--- config.mk ---
export PLATFORM = sky130hd
export DESIGN_NAME = echo_expect_fifo
export DESIGN_NICKNAME = d
export VERILOG_FILES = /design/src/rtl/uart_echo_checker_expect_fifo.sv
export SDC_FILE = /design/constraint.sdc
export NUM_CORES = 1
export LEC_CHECK = 0
export BUFFER_PORTS_ARGS = -buffer_cell sky130_fd_sc_hd__buf_4
export CORE_MARGIN = 5
export CORE_UTILIZATION = 29
export CTS_CLUSTER_SIZE = 30
export DETAILED_ROUTE_END_ITERATION = 6
export PLACE_DENSITY_LB_ADDON = 0.05
export REMOVE_ABC_BUFFERS = 1
export SLEW_MARGIN = 20
export SYNTH_ARGS = -nofsm -noshare
export SYNTH_HDL_FRONTEND = slang
export SYNTH_SLANG_ARGS = --single-unit
--- constraint.sdc ---
create_clock -name i_clk -period 3 [get_ports i_clk]
set_input_delay 0.3 -clock i_clk [delete_from_list [all_inputs] [get_ports i_clk]]
set_output_delay 0.3 -clock i_clk [all_outputs]
set_load 0.005 [all_outputs]
--- src/rtl/uart_echo_checker_expect_fifo.sv ---
// Expected-byte queue: bytes sent but not yet echoed. A full queue still
// accepts a push when a pop happens in the same cycle.
module echo_expect_fifo #(
    parameter int unsigned DEPTH = 4,
    localparam int unsigned AW = (DEPTH > 1) ? $clog2(DEPTH) : 1,
    localparam int unsigned LW = $clog2(DEPTH + 1)
) (
    input  logic          i_clk,
    input  logic          i_rst_n,
    input  logic          i_clear,
    input  logic          i_push,
    input  logic [7:0]    i_data,
    input  logic          i_pop,
    output logic [7:0]    o_data,
    output logic          o_full,
    output logic          o_empty,
    output logic [LW-1:0] o_level
);

    logic [7:0]    r_mem [DEPTH];
    logic [AW-1:0] r_wr;
    logic [AW-1:0] r_rd;
    logic [LW-1:0] r_level;
    logic          w_do_pop;
    logic          w_do_push;

    assign w_do_pop  = i_pop && (r_level != '0);
    assign w_do_push = i_push && ((r_level != LW'(DEPTH)) || w_do_pop);

    function automatic logic [AW-1:0] ptr_inc(input logic [AW-1:0] p);
        return (p == AW'(DEPTH - 1)) ? '0 : p + 1'b1;
    endfunction

    always_ff @(posedge i_clk) begin
        if (!i_rst_n || i_clear) begin
            r_wr    <= '0;
            r_rd    <= '0;
            r_level <= '0;
        end else begin
            if (w_do_push) r_wr <= ptr_inc(r_wr);
            if (w_do_pop)  r_rd <= ptr_inc(r_rd);
            r_level <= r_level + LW'(w_do_push) - LW'(w_do_pop);
        end
    end

    always_ff @(posedge i_clk) begin
        if (w_do_push) r_mem[r_wr] <= i_data;
    end

    assign o_data  = r_mem[r_rd];
    assign o_full  = (r_level == LW'(DEPTH));
    assign o_empty = (r_level == '0);
    assign o_level = r_level;

endmodule

# After elaboration in Yosys (flattened, before gate mapping)
# Memory sizes are Yosys's and may differ from the RTL's. A register that Yosys moved wholly into a read port is not among the register bits.
# Cells that the tools add are included.
# totals
regBits	7
mem_bits_rw	32
inputBits	13
out_inout_bits	13
wordCells	25
mem_count	1
# mem_list
memory	words	width	read_ports	rd_clocked_by_memory_dff	wr	line	rtl
r_mem	4	8	1	1	1	20	logic [7:0] r_mem [DEPTH];
# op_classes
n_addsub	4
n_eq_ne	4
n_mux	6
reduce_logical	7
# op_table
op	count
$mux 2	4
$add 2x1->2 const B	2
$eq 2x2->1 const B	2
$add 3x1->3	1
$eq 3x3->1 const B	1
$logic_not 3->1	1
$ne 3x3->1 const B	1
$reduce_bool 3->1	1
$sub 3x1->3	1
$logic_and 1x1->1	2
$logic_or 1x1->1	2
$mux 1	2
$logic_not 1->1	1

# Depth between registers and ports, before layout
# depth
ltp_word	6
ltp_mapped	9
depth_no_buf	9

# Least setup slack after synthesis
# OpenSTA, ideal clock, no wires.
# synth_path
path_kind	reg2reg
startpoint	reg r_level[1] (netlist: o_level[1])
endpoint	reg r_level[2] (netlist: o_level[2])
setup_time_ns	0.122
t_arrival_ns	2.046
required_time_ns	2.878
slack_ns	0.832
path_stages_with_launch	10
path_buffers	0
period_less_slack_ns	2.168
cell_sequence	dfxtp_1 -> or4b_4 -> and2_4 -> a21o_2 -> ha_1 -> inv_1 -> fa_1 -> xor2_1 -> and2_2 -> nor3_1
# synth_between
elab_chain_cells	6
elab_cells_between_ends	7
classes_between	add/sub (2); eq/ne (1); reduce/logical (4)
# synth_lines
element	line	rtl
start: declaration	23	logic [LW-1:0] r_level;
start signal: assignment	42	r_level <= r_level + LW'(w_do_push) - LW'(w_do_pop);
$reduce_bool 3->1	27	assign w_do_pop = i_pop && (r_level != '0);
$logic_and 1x1->1	27	
$logic_or 1x1->1	28	assign w_do_push = i_push && ((r_level != LW'(DEPTH)) || w_do_pop);
$logic_and 1x1->1	28	
$add 3x1->3	42	
$sub 3x1->3 (*)	42	
# Mark *: on every way between the ends. The rest lies on a longest branch, timed or not.
# A chain may end at the register's enable or synchronous reset.

# Worst setup path after layout
# Same ends and word-level chain as after synthesis.

==> metrics <==
status=complete, no violations; RSZ-0062 raised after global routing=false; worst-case vdd ir drop=about 0.23 mV; total setup buffers inserted after CTS=0; Setup crit start kind=register; Final Max Tran Viols=0; Clk network pwr share=approximately 33%; area of the mapped netlist=~1600 um2; CP Cell Sequence=or4b_4, and2_4, a21o_2, ha_1, inv_1, fa_1, xor2_1, and2_2, nor3_1; register area share after synthesis=70.05%; FP Rows=27; Crit path buffers/inverters=1; combinational share of power=between 7 and 8%; Root Driver=clkbuf_8; diodes inserted=0; DR WL/cell=~15 um; first-pass GRT wire length=a little under 5 mm; Initial Utilization=29.77%; Crit. End Element=register; largest net degree at the start of global routing=14; count of state elements after synthesis=about 40; post-synth top area cell=edfxtp_1; Syn-to-layout area delta=21.81%; vias in the first global route=940; Final WS setup=between 0.7 and 0.8 ns; Crit Path Class=reg2reg; Core Box Area=between 5000 and 6000 um2; syn_area_per_cell=17.90 um2; vias=885; most common cell after layout, fill and taps aside=edfxtp_1; Fin Setup TNS=0 ns; share of the synthesized area in the top cell type=58.99%; Final GP Congestion=about 0.70; HPWL after DPL=roughly 2 mm; crit path max-delay cell type=or4b_4; cts hold-fix bufs=0; clk buf depth=2; nets@finish=between 100 and 150; Clk pin slew, worst setup/hold paths=0.08 ns; Final Power=between 1 and 1.5 mW; Sink Count=41; sw frac=21.60%; Unique masters post-synth=27; Place WS=just over 0.7 ns; Hold Crit Class=in2reg; Die H=around 85 um; synth top area cells=edfxtp_1, dfxtp_1, mux4_2; DRC violations left=0; P_leak=0.7133 nW; sequential cell fraction of total power=59.8%; worst-path fanout max=8; YS warnings=0; die area=around 7200 um2; Routed Antenna Nets=0; cts repair resizes=0; Worst Path Required=roughly 3.2 ns; Via density=4.562; DR iter-0 viols=22; crit path time final=2.294 ns; clk_lat worst skew=0.29 ns; number of port buffers=25; GR Util All Layers=8.976%; final setup fails=0; Syn Inst Count=just over 90; most frequent cells in the layout=edfxtp_1, buf_4, dfxtp_1, mux4_2, ha_1; H-tree levels=2; DRT Pass-1 Iters=2; Tcrit/Tclk final=between 70% and 80%; die width=84.95 um; Layout Utilization=around 36%; final wirelength=around 3 mm; slowest cell delay on critical path=about 0.62 ns; Switch Pwr=~0.23 mW; Internal Dissipation=around 0.83 mW; Final Hold Viols=0; CTS tree=built; Top delay family on crit path=simple AND/OR/NAND/NOR gates; share of cells above drive strength 1=just under 40%; I/O pin cnt=26; Fmax achieved=between 0.4 and 0.5 GHz; Final Skew=~0.0095 ns; GRT overflow=0; TritonCTS Buffers=5; CP arrival=about 2.5 ns; relative max-transition margin=between 50% and 60%; initial antenna violation count=0; worst slew pin tran=0.6410 ns; MaxCap Viol Count=0; pwr dens=about 540 nW/um2
-- final timing paths --
kind / slack [ns] / to / cells after the start / startpoint
worst max-delay path: 0.71 / o_level[2]$_SDFF_PP0_ / 9 / o_level[1]$_SDFF_PP0_
worst min-delay path: 0.20 / r_mem[0][2]$_DFFE_PP_ / 1 / i_data[2]
worst max register to register: 0.71 / o_level[2]$_SDFF_PP0_ / 9 / o_level[1]$_SDFF_PP0_
worst min register to register: 0.51 / r_rd[0]$_SDFFE_PP0N_ / 2 / r_rd[0]$_SDFFE_PP0N_
-- cell type report --
type	instances	area [um2]
Fill cell	554	3488
Sequential cell	41	1141
Multi-Input combinational cell	45	467.9
Timing Repair Buffer	25	187.7
Tap cell	72	90.09
Clock buffer	5	68.82
Clock inverter	3	17.52
Inverter	3	11.26
-- power groups by stage --
| stage | Clock, mW | Sequential (mW) | Combinational (mW) |
|---|---|---|---|
| 5_1_grt | 0.384 | 0.639 | 0.0908 |
| 6_report | 0.346 | 0.637 | 0.0816 |
| 4_1_cts | 0.364 | 0.637 | 0.0840 |
| 3_5_place_dp | 0 | 0.650 | 0.0835 |
| 2_1_floorplan | 0 | 0.648 | 0.0377 |
| 3_3_place_gp | 0 | 0.650 | 0.0825 |
-- per-layer routing --
layer / share of wire, % / vias to the layer above / GRT usage [%]
li1: - / 413 / -
met3: 3.8 / 5 / 3.204
met2: 50 / 21 / 14.83
met4: 1.7 / 0 / 4.317
met5: 0 / - / 0
met1: 45 / 446 / 10.31
-- cells in the mapped netlist, drive strengths merged --
| cell type | number |
|---|---|
| a21o | 1 |
| a21oi | 1 |
| and2 | 3 |
| and3 | 4 |
| buf | 2 |
| dfxtp | 9 |
| edfxtp | 32 |
| fa | 1 |
| ha | 6 |
| inv | 3 |
| mux4 | 8 |
| nand2 | 2 |
| nand2b | 1 |
| nand3 | 1 |
| nand4 | 2 |
| nor2 | 4 |
| nor2b | 1 |
| nor3 | 2 |
| nor3b | 1 |
| o21ai | 1 |
| o31ai | 3 |
| or3 | 1 |
| or4b | 1 |
| xor2 | 1 |
-- stage by stage --
step | hold slack, ns | cell area, um2 | std cells
final | 0.2047 | 1984 | 194
after global routing | 0.1890 | 1984 | 194
after CTS | 0.1887 | 1984 | 194
after detailed placement | 0.5070 | 1898 | 186
after global placement | 0.4966 | 1898 | 186
after floorplan | 0.3989 | 1620 | 89
-- worst register-to-register path, cell delays in order, from the launching register on --
cell and delay (ns):
dfxtp_1 0.39, or4b_4 0.62, and2_4 0.19, a21o_2 0.20
ha_1 0.17, inv_1 0.07, fa_1 0.17, xor2_1 0.18
and2_2 0.16, nor3_1 0.04
-- state kept, by name (all words and copies together) (netlist names), named ones only --
signal   count
r_mem       32
r_rd         2
r_wr         2
o_level      3
-- logic make-up after synthesis --
| group | after synthesis | share of synthesized area (%) |
|---|---|---|
| buffers and inverters | 5 | 1.228 |
| AND/OR/NAND/NOR | 23 | 8.757 |
| XOR/XNOR | 1 | 0.5377 |
| multiplexers | 8 | 11.06 |
| AO/OA/AOI/OAI | 6 | 2.534 |
| flip-flops | 41 | 70.05 |
| adder cells (fa/ha/maj) | 7 | 5.837 |
Note: power is estimated with default switching activity, not from simulation.
